===== src/rtl/psum_drain_if.sv =====
// Lane stream from psum_drain toward the host or the next layer's ifm loader.
interface psum_drain_if #(
    parameter int LANE_W = 16
);
    logic [LANE_W-1:0] m_data;
    logic              m_valid;
    logic              m_ready;
    logic              m_last;

    modport master (
        output m_data,
        output m_valid,
        output m_last,
        input  m_ready
    );

    modport slave (
        input  m_data,
        input  m_valid,
        input  m_last,
        output m_ready
    );
endinterface


===== src/rtl/psum_drain.sv =====
// Walks out_buf after a layer completes and streams each packed psum word
// out as LANE_W-wide lanes, most significant lane first.
module psum_drain #(
    parameter int ADDR_W = 16,
    parameter int DATA_W = 64,
    parameter int LANE_W = 16
) (
    input  logic              clk,
    input  logic              rst_n,
    input  logic              start,
    input  logic [ADDR_W-1:0] base_addr,
    input  logic [15:0]       word_count,
    output logic [ADDR_W-1:0] ram_addr,
    output logic              ram_en,
    output logic [7:0]        ram_wea,
    input  logic [DATA_W-1:0] ram_dout,
    psum_drain_if.master      m,
    output logic              busy,
    output logic              done
);
    localparam int LANES      = DATA_W / LANE_W;
    localparam int LANE_IDX_W = (LANES > 1) ? $clog2(LANES) : 1;

    typedef enum logic [2:0] {
        IDLE,
        FETCH,
        LOAD,
        EMIT,
        FIN
    } state_t;

    state_t                state, state_nxt;
    logic [ADDR_W-1:0]     addr_q;
    logic [15:0]           words_left;
    logic [DATA_W-1:0]     shreg;
    logic [LANE_IDX_W-1:0] lane_idx;
    logic                  beat;
    logic                  last_lane;
    logic                  last_word;

    assign beat      = (state == EMIT) && m.m_ready;
    assign last_lane = (lane_idx == LANE_IDX_W'(LANES - 1));
    assign last_word = (words_left == 16'd1);

    // State register.
    always_ff @(posedge clk) begin
        if (!rst_n) begin
            state <= IDLE;
        end else begin
            state <= state_nxt;
        end
    end

    // Next-state selection.
    always_comb begin
        state_nxt = state;
        case (state)
            IDLE: begin
                if (start) begin
                    state_nxt = (word_count == '0) ? FIN : FETCH;
                end
            end
            FETCH: state_nxt = LOAD;
            LOAD:  state_nxt = EMIT;
            EMIT: begin
                if (beat && last_lane) begin
                    state_nxt = last_word ? FIN : FETCH;
                end
            end
            FIN:     state_nxt = IDLE;
            default: state_nxt = IDLE;
        endcase
    end

    // Address, remaining-word count and lane shift register.
    always_ff @(posedge clk) begin
        if (!rst_n) begin
            addr_q     <= '0;
            words_left <= '0;
            shreg      <= '0;
            lane_idx   <= '0;
        end else begin
            case (state)
                IDLE: begin
                    if (start) begin
                        addr_q     <= base_addr;
                        words_left <= word_count;
                        lane_idx   <= '0;
                    end
                end
                LOAD: begin
                    shreg    <= ram_dout;
                    lane_idx <= '0;
                end
                EMIT: begin
                    if (beat) begin
                        shreg    <= shreg << LANE_W;
                        lane_idx <= lane_idx + 1'b1;
                        if (last_lane && !last_word) begin
                            words_left <= words_left - 16'd1;
                            addr_q     <= addr_q + 1'b1;
                        end
                    end
                end
                default: ;
            endcase
        end
    end

    // Outputs decoded from the current state.
    always_comb begin
        ram_en    = (state == FETCH);
        ram_addr  = (state == FETCH) ? addr_q : '0;
        ram_wea   = '0;
        m.m_valid = (state == EMIT);
        m.m_data  = (state == EMIT) ? shreg[DATA_W-1 -: LANE_W] : '0;
        m.m_last  = (state == EMIT) && last_lane && last_word;
        busy      = (state == FETCH) || (state == LOAD) || (state == EMIT);
        done      = (state == FIN);
    end
endmodule


===== src/flat_wrapper.sv =====
// flat-port wrapper written by rule: the top's interface ports become plain ports
module psum_drain_flat 
#(
    parameter int ADDR_W = 16,
    parameter int DATA_W = 64,
    parameter int LANE_W = 16
)
  (clk, rst_n, start, base_addr, word_count, ram_addr, ram_en, ram_wea, ram_dout, busy, done, m_m_data, m_m_valid, m_m_last, m_m_ready);
  psum_drain_if #(.LANE_W(LANE_W)) m_i ();
  input  logic clk;
  input  logic rst_n;
  input  logic start;
  input  logic [ADDR_W-1:0] base_addr;
  input  logic [15:0] word_count;
  output logic [ADDR_W-1:0] ram_addr;
  output logic ram_en;
  output logic [7:0] ram_wea;
  input  logic [DATA_W-1:0] ram_dout;
  output logic busy;
  output logic done;
  output wire logic [$bits(m_i.m_data)-1:0] m_m_data;
  output wire logic [$bits(m_i.m_valid)-1:0] m_m_valid;
  output wire logic [$bits(m_i.m_last)-1:0] m_m_last;
  input wire logic [$bits(m_i.m_ready)-1:0] m_m_ready;
  assign m_m_data = m_i.m_data;
  assign m_m_valid = m_i.m_valid;
  assign m_m_last = m_i.m_last;
  assign m_i.m_ready = m_m_ready;
  psum_drain #(.ADDR_W(ADDR_W), .DATA_W(DATA_W), .LANE_W(LANE_W)) u_core (.clk(clk), .rst_n(rst_n), .start(start), .base_addr(base_addr), .word_count(word_count), .ram_addr(ram_addr), .ram_en(ram_en), .ram_wea(ram_wea), .ram_dout(ram_dout), .m(m_i), .busy(busy), .done(done));
endmodule

===== config.mk =====
export PLATFORM = sky130hd
export DESIGN_NAME = psum_drain_flat
export DESIGN_NICKNAME = d
export VERILOG_FILES = /design/src/rtl/psum_drain_if.sv /design/src/rtl/psum_drain.sv /design/src/flat_wrapper.sv
export SDC_FILE = /design/constraint.sdc
export NUM_CORES = 1
export LEC_CHECK = 0
export BUFFER_PORTS_ARGS = -buffer_cell sky130_fd_sc_hd__buf_2
export CAP_MARGIN = 20
export CORE_MARGIN = 10
export CORE_UTILIZATION = 30
export DETAILED_ROUTE_END_ITERATION = 8
export GPL_ROUTABILITY_DRIVEN = 0
export PLACE_DENSITY = 0.51
export SLEW_MARGIN = 20
export SYNTH_ARGS = -nofsm -noshare
export SYNTH_HDL_FRONTEND = slang
export SYNTH_SLANG_ARGS = --single-unit

===== constraint.sdc =====
create_clock -name clk -period 5.5 [get_ports clk]
set_clock_uncertainty 0.1 [all_clocks]
set_input_delay 1.1 -clock clk [delete_from_list [all_inputs] [get_ports clk]]
set_output_delay 1.1 -clock clk [all_outputs]
set_load 0.03 [all_outputs]

==> impl_results.md <==
* Layout Cell Area excl Fill at 6289 sq um
* Routed wire length at 16,960 um
* R2r endpoint: u_core.words_left[1]$_SDFFE_PN0P_
* Seq/Total Area, Yosys at 38.70%
* Die Wd at 152.0 um
* Final hold slack at 0.3718 ns
* Row count at 48
* Layout cell share with drive strength beyond 1 at 23.31%
* # diodes at 0
* Met3 usage at 3.528%
* R2r worst-path depth at 8
* Sw Ratio at 35.43%
* Hold Vio Cnt, Final at 0
* Worst-path clk slew at 0.07 ns
* Worst Path Required at 4.30 ns
* Placed cell count at 1,008
* Drt drc at 0
* Post-cts resize count at 0
* Worst EP arrival at 2.27 ns
* Met1 capacity usage during global routing at 17.73%
* Setup Viol. Count Final at 0
* Slowest cell on the critical path: or4b_1
* Max Cap Viol at 0
* Startpoint class of the critical path: flip-flop
* Synthesized cell area at 5225 sq um
* Worst r2r src: u_core.words_left[1]$_SDFFE_PN0P_
* Setup Fix Bufs, Post-CTS at 0
* Leakage at 2.617 nW
* Die ar. at 23,090 sq um
* Max frequency at 288.4 MHz
* Post-synth top flop: dfxtp_1
* Post-Syn Area per Cell at 7.540 sq um
* Worst-margin pin slew at 0.9152 ns
* Yosys reg bits at 101
* Critical path peak fanout at 5
* First DRT Iteration DRCs at 303
* Min-delay worst type: flip-flop to flip-flop
* Total GRT Usage at 14.06%
* CP peak stage delay at 0.49 ns
* Hold-fix buffers at CTS at 0
* H-tree depth at 3
* Internal reg-to-reg setup slack at 2.42 ns
* Sequential power share at 43.9%
* Clk sinks at 101
* Finished Layout Cells at 1,023
* CTS tree: done
* Post-layout minimum cycle time at 3.468 ns
* Final #Nets at 898
* Clock Tree Buf Depth at 2
* Status: finished clean
* Initial Util at 30.42%
* WS Path Type: flip-flop to output port
* Critical path, cell by cell: inv_1, ha_1, or4b_1, nor4_4, and3_1, buf_2
* WHS Endpoint: u_core.words_left[6]$_SDFFE_PN0P_
* Count of input and output buffers at 136
* Initial DRT Pass Iterations at 4
* DR WL/cell at 16.58 um
* Sw power at 0.7414 mW
* Worst slew margin at 38.99%
* Post-synth EDFFs at 0
* Vias in the first global route at 5,098
* Worst Hold Depth at 2
* RSZ-0062 raised after global routing: false
* Slew Viols, Final at 0
* Final setup TNS at 0 ns
* Crit. End Element: output port
* Clock root cell: clkbuf_16
* First-pass GRT wire length at 27,140 um
* Vias per cell at 5.012
* ANT nets after route at 0
* Routed vias at 5,127
* Int Pwr at 1.351 mW
* Post-DP HPWL at 12,210 um
* Placed cell area at 6003 sq um
* CORE AREA at 17,180 sq um
* Pin count of the biggest net entering global routing at 88
* CTS buffer count at 9
* Hold_sp: u_core.words_left[6]$_SDFFE_PN0P_
* Pwr per Cell Area at 332.7 nW/um^2
* Worst skew pair latency at 0.36 ns
* YS warnings at 0
* Die height at 152.0 um
* Global route total overflow at 0
* GRT busiest layer: met2
* IO Count at 145
* Combinational Power Share at 26.7%
* Clock power frac at 29.4%
* Synth async-reset ratio at 0%
* Layout area overhead at 20.35%
* Number of distinct library cells after synthesis at 60
* Mapped Cells at 693
* Initial antenna violation count at 0
* Period Utilization, post-route at 63.05%
* Met2 Usage GRT at 23.22%
* Max IR drop VDD at 139.1 uV
-- synthesized netlist by cell type, types with 6 or more instances --
| master | n | area [sq um] |
|---|---|---|
| nor3_1 | 7 | 35.03 |
| clkbuf_1 | 40 | 150.1 |
| nand2_1 | 162 | 608.1 |
| o31ai_1 | 10 | 75.07 |
| a21oi_1 | 31 | 155.2 |
| nand3_1 | 18 | 90.09 |
| nor2_1 | 85 | 319.1 |
| and2_1 | 36 | 225.2 |
| dfxtp_1 | 101 | 2022 |
| o21ai_2 | 6 | 52.55 |
| a311oi_1 | 49 | 429.2 |
| nor4_1 | 7 | 43.79 |
| buf_4 | 8 | 60.06 |
| o21ai_0 | 18 | 90.09 |
| buf_1 | 8 | 30.03 |
| a22oi_1 | 16 | 120.1 |
-- worst max-delay path by stage --
| stage | from | endpoint |
|---|---|---|
| floorplan | u_core.state[2]$_SDFFE_PN0P_ | m_m_data[10] |
| global placement | u_core.state[0]$_SDFFE_PN0P_ | ram_addr[12] |
| detailed placement | u_core.state[0]$_SDFFE_PN0P_ | ram_addr[14] |
| CTS | u_core.state[0]$_SDFFE_PN0P_ | ram_addr[14] |
| global route | u_core.words_left[1]$_SDFFE_PN0P_ | m_m_last |
| finish | u_core.words_left[1]$_SDFFE_PN0P_ | m_m_last |
-- kinds of logic after synthesis --
group | count (synthesis) | share of synthesized area, %
compound gates | 173 | 24.16
flops | 101 | 38.70
other cells | 1 | 0.07177
simple gates | 343 | 29.48
mux | 2 | 0.4071
fa+ha+maj | 4 | 0.9579
buf+inv | 69 | 6.226
-- registers in the layout (all words and copies together), names as in the netlist --
signal / flops
u_core.shreg: 64
u_core.addr_q: 16
u_core.words_left: 16
u_core.state: 3
u_core.lane_idx: 2
-- cells in the final DEF (no fill, tap or decap), types with 3 or more instances in the layout --
cell type  instances
buf_2            136
and3_1             4
ha_1               4
buf_4             10
a311oi_1          49
dfxtp_1          101
o21ai_0           18
nand3b_1           3
nand2_1          162
o31a_1             3
a21o_1             4
a31oi_1            4
o21ai_2            6
nor3_1             6
nand3_1           18
and2_1            36
conb_1             8
o31ai_1           10
clkbuf_16          9
o21ai_1            5
a22oi_1           16
inv_1              4
o41ai_1            3
nor2_1            85
o32ai_1            3
a21oi_2            5
or3_1              4
and4_1             3
a21oi_1           31
nor4_1             7
-- power groups by stage --
stage,combinational [mW],sequential [mW],clock [mW]
final,0.558,0.918,0.616
after global routing,0.628,0.931,0.666
after CTS,0.565,0.917,0.650
after detailed placement,0.564,0.933,0
after global placement,0.562,0.934,0
after floorplan,0.435,0.898,0
-- layout make-up --
class                           count  area, sq um
Inverter                            6        22.52
Clock buffer                        9        225.2
Clock inverter                      6        55.05
Timing Repair Buffer              146        755.7
Sequential cell                   101         2022
Tap cell                          225        281.5
Fill cell                        1914        10890
Multi-Input combinational cell    530         2927
-- metrics by stage --
| stage | worst slack, ns | total power [mW] | util, % |
|---|---|---|---|
| finish | 2.032 | 2.092 | 36.61 |
| detailed placement | 2.265 | 1.497 | 34.95 |
| global route | 1.920 | 2.225 | 36.61 |
| floorplan | 2.376 | 1.333 | - |
| global placement | 2.379 | 1.496 | 34.95 |
| CTS | 1.863 | 2.131 | 36.58 |
-- routing by layer --
metal  vias to the layer above  wire, um
li1                       2644         -
met1                      2375      7951
met2                        96      8060
met3                        12       773
met4                         0       175
met5                         -         0
-- worst max-delay path, delay by kind of cell, from the launching register on --
kind          cells  cell delay (ns)
fa+ha+maj         1             0.14
buf+inv           2             0.30
flops             1             0.33
simple gates      3             1.14
(Power assumes the default switching activity.)
